File: src/rtl/tdm_demux_1x4.sv
// 1-to-4 TDM demultiplexer: auto-scan mode decodes sync-framed serial bits into
// four channel outputs; direct mode writes the selected channel straight from din.
module tdm_demux_1x4 (
    input  logic       clk,
    input  logic       rst_n,
    input  logic       auto,
    input  logic       s1,
    input  logic       s0,
    input  logic       din,
    input  logic       din_valid,
    input  logic       sync,
    output logic [3:0] y,
    output logic       frame_valid,
    output logic [1:0] slot,
    output logic       sync_err
);

    typedef enum logic {IDLE = 1'b0, RUN = 1'b1} state_t;

    state_t     state, state_n;
    logic [1:0] slot_n;
    logic [2:0] shadow, shadow_n;
    logic [3:0] y_n;
    logic       fv_n, se_n;

    always_ff @(posedge clk) begin
        if (!rst_n) begin
            state       <= IDLE;
            slot        <= 2'd0;
            shadow      <= 3'd0;
            y           <= 4'd0;
            frame_valid <= 1'b0;
            sync_err    <= 1'b0;
        end else begin
            state       <= state_n;
            slot        <= slot_n;
            shadow      <= shadow_n;
            y           <= y_n;
            frame_valid <= fv_n;
            sync_err    <= se_n;
        end
    end

    always_comb begin
        state_n  = state;
        slot_n   = slot;
        shadow_n = shadow;
        y_n      = y;
        fv_n     = 1'b0;
        se_n     = 1'b0;
        if (!auto) begin
            // Direct mode parks the framer so re-entering auto always hunts for sync.
            state_n  = IDLE;
            slot_n   = 2'd0;
            shadow_n = 3'd0;
            if (din_valid)
                y_n[{s1, s0}] = din;
        end else if (din_valid) begin
            if (sync) begin
                // Sync always restarts the frame; only mid-frame sync is an error.
                se_n     = (state == RUN) && (slot != 2'd0);
                state_n  = RUN;
                shadow_n = {2'b00, din};
                slot_n   = 2'd1;
            end else if (state == RUN) begin
                case (slot)
                    2'd0: begin
                        se_n    = 1'b1;
                        state_n = IDLE;
                    end
                    2'd1: begin
                        shadow_n[1] = din;
                        slot_n      = 2'd2;
                    end
                    2'd2: begin
                        shadow_n[2] = din;
                        slot_n      = 2'd3;
                    end
                    default: begin
                        y_n    = {din, shadow};
                        fv_n   = 1'b1;
                        slot_n = 2'd0;
                    end
                endcase
            end
        end
    end

endmodule

File: config.mk
export PLATFORM = sky130hd
export DESIGN_NAME = tdm_demux_1x4
export DESIGN_NICKNAME = d
export VERILOG_FILES = /design/src/rtl/tdm_demux_1x4.sv
export SDC_FILE = /design/constraint.sdc
export NUM_CORES = 1
export LEC_CHECK = 0
export BUFFER_PORTS_ARGS = -buffer_cell sky130_fd_sc_hd__clkbuf_2
export CORE_AREA = 4 4 49 51
export DETAILED_ROUTE_END_ITERATION = 8
export DIE_AREA = 0 0 53 55
export SYNTH_ARGS = -nofsm -noshare
export SYNTH_HDL_FRONTEND = slang
export SYNTH_SLANG_ARGS = --single-unit
File: constraint.sdc
create_clock -name clk -period 1.15 [get_ports clk]
set_input_delay 0.0575 -clock clk [delete_from_list [all_inputs] [get_ports clk]]
set_output_delay 0.0575 -clock clk [all_outputs]
set_load 0.05 [all_outputs]
# [After elaboration in Yosys (flattened, before gate mapping)]
# Index checks and enable logic that the tools add are counted.
[word_totals] ram_bits=0 reg_bits=12 in_bits=8 romBits=0 wordCells=59 mem_count=0 output_inout_bits=8 latchBits=0
[op_classes] add_sub_neg=0 shift=0 order_cmp=2 n_eq_ne=6 n_mux=23 bitwise_logic=4 n_reduce_logical=16 div_mod_pow=0 mul=0
[ops] op="$mux W4" n=6
[ops] op="$reduce_and A3 Y1" n=4
[ops] op="$mux W1" n=10
[ops] op="$mux W2" n=4
[ops] op="$reduce_bool A2 Y1" n=4
[ops] op="$ne A2 B2 Y1 const B" n=3
[ops] op="$pmux W2 S3" n=1
[ops] op="$reduce_or A5 Y1" n=1
[ops] op="$bwmux W4" n=1
[ops] op="$not A1 Y1" n=4
[ops] op="$reduce_and A2 Y1" n=2
[ops] op="$reduce_and A4 Y1" n=1
[ops] op="$lt A2 B3 Y1 const B" n=1
[ops] op="$reduce_or A3 Y1" n=1
[ops] op="$demux W1 S2" n=1
[ops] op="$eq A2 B1 Y1 const B" n=1
[ops] op="$eq A2 B2 Y1 const B" n=1
[ops] op="$ge A2 B1 Y1 const B" n=1
[ops] op="$logic_and A1 B1 Y1" n=2
[ops] op="$logic_not A2 Y1" n=1
[ops] op="$ne A2 B1 Y1 const B" n=1

# [Depth between registers and ports, before layout]
# Gate-level depths: netlist of the first run.
[depth] word_depth=7 ltp_mapped=6 ltp_nobuf=6

# [Worst setup path before layout of the first run]
# No wires, ideal clock.
[synth_path] path_type="flip-flop to flip-flop" startpoint="reg slot[0]" endpoint="reg slot[0]" required_time_ns=1.025 stages_incl_launch_ff=7 arrival_ns=1.479 path_buffers=0 path_slack_ns=-0.454 synth_period_minus_slack_ns=1.604 setup_time_ns=0.125 path_cell_list="dfxtp_1 > inv_1 > ha_1 > nor2b_4 > o21ai_4 > nor3_2 > a211oi_2"
[synth_between] elab_chain_len=4 elab_cells_between_ends=8 cone_classes="eq/ne: 3; mux: 3; reduce/logical: 2"
[synth_rtl] element="start: declaration" line_no="14" text="output logic [1:0] slot,"
[synth_rtl] element="start signal: assignment" line_no="36" text="slot <= slot_n;"
[synth_rtl] element="$eq A2 B2 Y1 (tied with other cells)" line_no="66" text="case (slot)"
[synth_rtl] element="$pmux W2 S3" line_no="66"
[synth_rtl] element="$mux W2" line_no="65" text="end else if (state == RUN) begin"
[synth_rtl] element="$mux W2" line_no="59" text="if (sync) begin"
# Several ways; a longest one is shown, not always the timed one. The select of a mux whose other input is x is not followed.
# A chain may end at the register's enable or synchronous reset.

# [Worst setup path in the final report of the first run]
# Same ends and word-level chain as after synthesis.

==> impl_summary.log, run 1 <==
[metrics] number of endpoints failing setup at the final stage: 0
[metrics] Critical Path Sink Type: flop
[metrics] clock edge transition at the registers on the reported setup and hold paths: 0.08 ns
[metrics] minimum clock period after layout: 1.12 ns
[metrics] fin. max-slew vios: 0
[metrics] total negative slack: 0 ns
[metrics] Max rail drop VDD: 537 µV
[metrics] post-synthesis cell type count: 26
[metrics] M2 GR Usage: 17.1%
[metrics] sink count of the clock tree: 12
[metrics] unrepaired setup endpoints after global routing: true
[metrics] number of cells produced by synthesis: 81
[metrics] DIE HEIGHT: 55 µm
[metrics] initial core utilization: 34.9%
[metrics] number of cells in the finished layout apart from fillers: 128
[metrics] Seq cells post-synth: 12
[metrics] root buf cell: clkbuf_4
[metrics] total chip power: 899 µW
[metrics] Synth Area per Inst: 8.36 µm²
[metrics] vias after detailed routing: 614
[metrics] half-perimeter wire length of the detailed placement result: 1.05 mm
[metrics] slew at the pin closest to its max-slew limit: 0.305 ns
[metrics] via count of the first global-routing pass: 549
[metrics] top-count cell post-synth: nand2_1
[metrics] layout-stage area growth over the synthesis result: 28.1%
[metrics] met3 track demand over resource: 2.41%
[metrics] io pins: 16
[metrics] Arrival @ worst endpoint: 1.28 ns
[metrics] Vias/cell: 4.80
[metrics] global-route wire length before repair: 2.28 mm
[metrics] most common flop cell mapped by yosys: dfxtp_1
[metrics] static leakage: 0.000368 µW
[metrics] Async SR Flop Fraction: 0%
[metrics] maximum capacitance violations: 0
[metrics] largest area contributor in the netlist: dfxtp_1
[metrics] worst-case clock buffer depth: 2
[metrics] floorplan row count: 16
[metrics] Worst slew margin: 79.6%
[metrics] top post-synthesis cells by count: nand2_1, dfxtp_1, a21oi_1, ha_1, inv_1
[metrics] number of clock buffers inserted by TritonCTS: 3
[metrics] area of the die: 2920 µm²
[metrics] CP Max Fanout: 4
[metrics] clock latency on the worst-skew pair: 0.28 ns
[metrics] drt drc: 0
[metrics] GRT Max-Usage Layer: met2
[metrics] mapped cell area: 677 µm²
[metrics] final routed wire length divided by cell count: 10.8 µm
[metrics] total count of hold-check failures in the final report: 0
[metrics] Post-DRT Antenna Nets: 0
[metrics] share of the yosys chip area belonging to registers: 35.5%
[metrics] total overflow reported by the global router: 0
[metrics] number of flops mapped to enable cells by yosys: 0
[metrics] post-route fraction of the period consumed by the critical path: 97.6%
[metrics] hold buffers post-CTS: 0
[metrics] Final nets: 114
[metrics] number of cells in the design after placement: 122
[metrics] combined area of the multi-input logic cells: 409 µm²
[metrics] total nets after synthesis: 93
[metrics] DIE WIDTH: 53 µm
[metrics] Detailed Route WL: 1.38 mm
[metrics] antenna diode instance count: 0
[metrics] status: completed
[metrics] Final Skew: 0.00523 ns
[metrics] cell area power density: 1040 nW/µm²
[metrics] Non-Filler Cell Area, Final: 867 µm²
[metrics] DR pass1 iterations: 4
[metrics] CP startpoint kind: flop
[metrics] fraction of layout cells with a size suffix above 1: 35.6%
[metrics] Port Buf Inserts: 15
[metrics] number of levels in the clock H-tree: 1
[metrics] post-placement cell area: 801 µm²
[metrics] filler cell count: 194
[metrics] Tightest Hold Check Type: input port to flop
[metrics] share of Yosys cell area claimed by the top area cell type: 35.5%
[metrics] data required time at the worst endpoint: 1.31 ns
[metrics] yosys warns: 0
[metrics] final RePlAce weighted congestion: 0.740
[metrics] maximum operating frequency: 0.891 GHz
[metrics] top cells by area, synth: dfxtp_1, nand2_1, ha_1, a21oi_1, mux2i_1
[metrics] FF+latch area: 248 µm²
[metrics] met1 track demand over resource: 13.3%
[metrics] Floorplan Core Area: 1940 µm²
[metrics] clock tree from TritonCTS: yes
[metrics] GRT Resource Usage Total: 11.1%
[metrics] largest net degree at the start of global routing: 11
[metrics] number of antenna violations at the first check in global routing: 0
[metrics] Iteration-0 DRC Markers: 10
[metrics] startpoint-to-endpoint class of the critical path: flop to flop
-- power by group --
| part | leakage, µW | internal, µW | switching (µW) |
|---|---|---|---|
| combinational | 0.000248 | 48.7 | 82.3 |
| sequential | 0.0000986 | 419 | 5.93 |
| clock | 0.0000210 | 193 | 151 |
| total | 0.000368 | 660 | 240 |
-- final cells by class --
class | count | area share (%)
Clock buffer | 4 | 4.18
Inverter | 4 | 2.31
Multi-Input combinational cell | 60 | 47.2
Sequential cell | 12 | 28.6
Tap cell | 27 | 3.90
Timing Repair Buffer | 21 | 13.9
-- kinds of logic (layout without fill, tap and decap cells) --
group	after synthesis	in the layout	share of synthesized area [%]
AND/OR/NAND/NOR	35	35	26.1
AO/OA/AOI/OAI	17	17	17.2
flip-flops	12	12	35.5
buffers and inverters	9	29	8.13
adder cells (fa/ha/maj)	4	4	7.39
multiplexers	3	3	4.44
XOR/XNOR	1	1	1.29
-- flip-flops by register name, summed over array words and instances (netlist names) --
register and cells:
slot 2, sync_err 1, frame_valid 1, state 1
shadow 3, y 4
-- placed cells by master, fill, tap and decap left out --
| cell | synthesis | final |
|---|---|---|
| nand2_1 | 20 | 19 |
| clkbuf_2 | 0 | 15 |
| dfxtp_1 | 12 | 10 |
| a21oi_1 | 9 | 9 |
| buf_4 | 1 | 6 |
| nor2b_1 | 3 | 3 |
| o211ai_1 | 3 | 3 |
| mux2i_1 | 3 | 3 |
| clkbuf_4 | 0 | 3 |
| inv_4 | 0 | 2 |
| inv_1 | 4 | 2 |
| nand4_1 | 2 | 2 |
| nor2_1 | 2 | 2 |
| ha_4 | 0 | 2 |
| ha_1 | 4 | 2 |
| dfxtp_4 | 0 | 2 |
| xnor2_1 | 1 | 1 |
| nor3_1 | 1 | 1 |
| nor2b_4 | 1 | 1 |
| o21ai_4 | 1 | 1 |
| nand3_1 | 1 | 1 |
| o21ai_1 | 0 | 1 |
| o21ai_0 | 2 | 1 |
| nand2b_1 | 1 | 1 |
| nand3b_1 | 1 | 1 |
| nand2_2 | 0 | 1 |
| nor3_2 | 1 | 1 |
| a211oi_2 | 1 | 1 |
| a41o_1 | 1 | 1 |
| nand4b_1 | 1 | 1 |
| nor4_1 | 1 | 1 |
| clkbuf_8 | 0 | 1 |
-- critical path, stage by stage (launching register included) --
cell and delay [ns]:
dfxtp_4 0.39, inv_4 0.05, ha_4 0.16, nor2b_4 0.14
o21ai_4 0.08, nor3_2 0.13, a211oi_2 0.06
-- path summary, 6_finish.rpt --
path                  start   endpoint  slack [ns]  depth (start not counted)
hold reg to reg   shadow[0]  shadow[0]        0.46                          2
setup reg to reg    slot[0]    slot[0]        0.03                          6
hold / removal          din  shadow[0]        0.05                          3
setup / recovery    slot[0]    slot[0]        0.03                          6
-- routing by layer --
layer,wire length (µm),part of all wire [%]
met5,0,0
met2,676,49
met4,43,3.1
met3,39,2.8
met1,621,45
-- stage by stage --
| step | util, % | setup WS [ns] | hold slack (ns) |
|---|---|---|---|
| finish | 44.7 | 0.0282 | 0.0509 |
| floorplan | - | -0.0379 | 0.205 |
| CTS | 43.8 | 0.00739 | 0.0489 |
| global placement | 41.2 | 0.0270 | 0.347 |
| global route | 44.7 | -0.0429 | 0.0778 |
| detailed placement | 41.2 | -0.000252 | 0.353 |
-- what timing repair did --
item,in CTS,in global routing
pin swaps,2,7
setup buffers,1,1
resized for setup,2,2
setup endpoints to repair,1,7
(Power assumes the default switching activity.)
==> run 2: changes to the inputs <==
==> constraint.sdc (replaced) <==
create_clock -name clk -period 1.15 [get_ports clk]
set_input_delay 0.23 -clock clk [delete_from_list [all_inputs] [get_ports clk]]
set_output_delay 0.23 -clock clk [all_outputs]
set_load 0.05 [all_outputs]
==> run 2 against run 1 <==
Against the previous run: power is 0.38% higher; wire length is 2.2% higher; utilization is 2.1 points higher; sequential share of layout area is 1.3 points lower; final area is 4.8% higher; fmax is 2.2% lower; clock power is 2% lower; clock-buffer cell count stayed put; non-clock buffer count is 2 higher; worst hold slack better by 0.20 ns; critical path type is now flop to output port.
==> impl_summary.log, run 2 (synthesis results as in run 1) <==
[metrics] status: completed
[metrics] vias after detailed routing: 604
[metrics] DIE WIDTH: 53 µm
[metrics] clock latency on the worst-skew pair: 0.27 ns
[metrics] final routed wire length divided by cell count: 10.9 µm
[metrics] DIE HEIGHT: 55 µm
[metrics] floorplan row count: 16
[metrics] most frequent standard cell in the layout excluding fill and tap cells: nand2_1
[metrics] total overflow reported by the global router: 0
[metrics] Max rail drop VDD: 536 µV
[metrics] Floorplan Core Area: 1940 µm²
[metrics] number of endpoints failing setup at the final stage: 0
[metrics] register name with the most flops: y
[metrics] Final nets: 116
[metrics] DR pass1 iterations: 4
[metrics] FF+latch area: 248 µm²
[metrics] Critical Path Sink Type: output port
[metrics] Detailed Route WL: 1.41 mm
[metrics] total negative slack: 0 ns
[metrics] Post-DRT Antenna Nets: 0
[metrics] largest net degree at the start of global routing: 11
[metrics] number of flip-flops under the largest register name: 4
[metrics] final RePlAce weighted congestion: 0.723
[metrics] maximum operating frequency: 0.871 GHz
[metrics] global-route wire length before repair: 2.19 mm
[metrics] slew at the pin closest to its max-slew limit: 0.328 ns
[metrics] unrepaired setup endpoints after global routing: true
[metrics] root buf cell: clkbuf_4
[metrics] clock tree from TritonCTS: yes
[metrics] fraction of layout cells with a size suffix above 1: 39.8%
[metrics] Worst slew margin: 78.1%
[metrics] biggest registers after layout: y: 4 flops, shadow: 3 flops, slot: 2 flops
[metrics] total count of hold-check failures in the final report: 0
[metrics] area of the die: 2920 µm²
[metrics] number of levels in the clock H-tree: 1
[metrics] combined area of the multi-input logic cells: 419 µm²
[metrics] io pins: 16
[metrics] filler cell count: 208
[metrics] CP Max Fanout: 3
[metrics] layout-stage area growth over the synthesis result: 34.2%
[metrics] crit-path cells: buf_4 -> buf_8
[metrics] sink count of the clock tree: 12
[metrics] Arrival @ worst endpoint: 0.92 ns
[metrics] antenna diode instance count: 0
[metrics] half-perimeter wire length of the detailed placement result: 1.12 mm
[metrics] number of antenna violations at the first check in global routing: 0
[metrics] Iteration-0 DRC Markers: 3
[metrics] number of cells in the finished layout apart from fillers: 130
[metrics] number of cells in the design after placement: 123
[metrics] total chip power: 903 µW
[metrics] maximum capacitance violations: 0
[metrics] initial core utilization: 34.9%
[metrics] Final Skew: 0.00796 ns
[metrics] Core Util, Final: 46.8%
[metrics] minimum clock period after layout: 1.15 ns
[metrics] via count of the first global-routing pass: 544
[metrics] data required time at the worst endpoint: 0.92 ns
[metrics] static leakage: 0.000380 µW
[metrics] slowest cell delay on critical path: 0.36 ns
[metrics] cell area power density: 994 nW/µm²
[metrics] fin. max-slew vios: 0
[metrics] Tightest Hold Check Type: input port to flop
[metrics] path depth of the worst reg2reg path: 6
[metrics] post-route fraction of the period consumed by the critical path: 99.8%
[metrics] CP startpoint kind: flop
[metrics] slowest stage cell, crit path: dfxtp_4
[metrics] GRT Resource Usage Total: 10.6%
[metrics] Port Buf Inserts: 15
[metrics] cell count of the worst hold path: 3
[metrics] clock edge transition at the registers on the reported setup and hold paths: 0.08 ns
[metrics] startpoint-to-endpoint class of the critical path: flop to output port
[metrics] commonest cells after routing, fill and taps aside: nand2_1, dfxtp_1, clkbuf_2
[metrics] Vias/cell: 4.65
[metrics] number of clock buffers inserted by TritonCTS: 3
[metrics] drt drc: 0
[metrics] worst-case clock buffer depth: 2
[run 2: changes by cell type in the layout (fill, tap and decap cells not counted), sizes merged]
| cell | previous run | this run |
|---|---|---|
| buf | 6 | 11 |
| clkbuf | 19 | 16 |
[run 2: routing by layer]
layer | vias up | part of all wire (%) | GRT usage, %
met1 | 271 | 47 | 12.4
met3 | 4 | 3.0 | 2.68
met4 | 0 | 1.6 | 6.38
li1 | 322 | - | -
met5 | - | 0 | 0
met2 | 7 | 48 | 17.4
[run 2: timing repair]
| item | in CTS | in global routing |
|---|---|---|
| hold buffers | 0 | 0 |
| setup buffers | 1 | 2 |
| endpoints found under the setup margin | 3 | 11 |
| resized for setup | 4 | 10 |
| pin swaps | 4 | 6 |
[run 2: final timing paths]
path | endpoint | from | slack [ns]
setup / recovery | slot[1] | slot[1] | 0.002
hold / removal | shadow[0] | din | 0.25
setup reg to reg | slot[0] | slot[0] | 0.02
hold reg to reg | y[1] | y[1] | 0.46
[run 2: critical path: cells and delay by family (launching register included)]
family   cells  cell delay (ns)
buf+inv      2             0.29
flops        1             0.36
[run 2: through the flow]
stage / area (µm²) / hold WS (ns) / setup WS (ns)
6_report: 908 / 0.250 / 0.00246
3_5_place_dp: 808 / 0.452 / -0.0186
2_1_floorplan: 702 / 0.377 / -0.0379
3_3_place_gp: 808 / 0.446 / -0.00108
5_1_grt: 908 / 0.257 / -0.0412
4_1_cts: 866 / 0.246 / -0.0135
[run 2: power by group]
group	switching, µW	internal (µW)
Combinational	86.8	56.1
Clock	143	192
Sequential	5.46	419
Total	236	667
[run 2: cell type report]
type | instances | share of cell area, %
inverter | 4 | 1.93
multi-input combinational | 60 | 46.1
timing repair buffer | 23 | 16.9
sequential | 12 | 27.3
clock buffer | 4 | 3.99
tap | 27 | 3.72
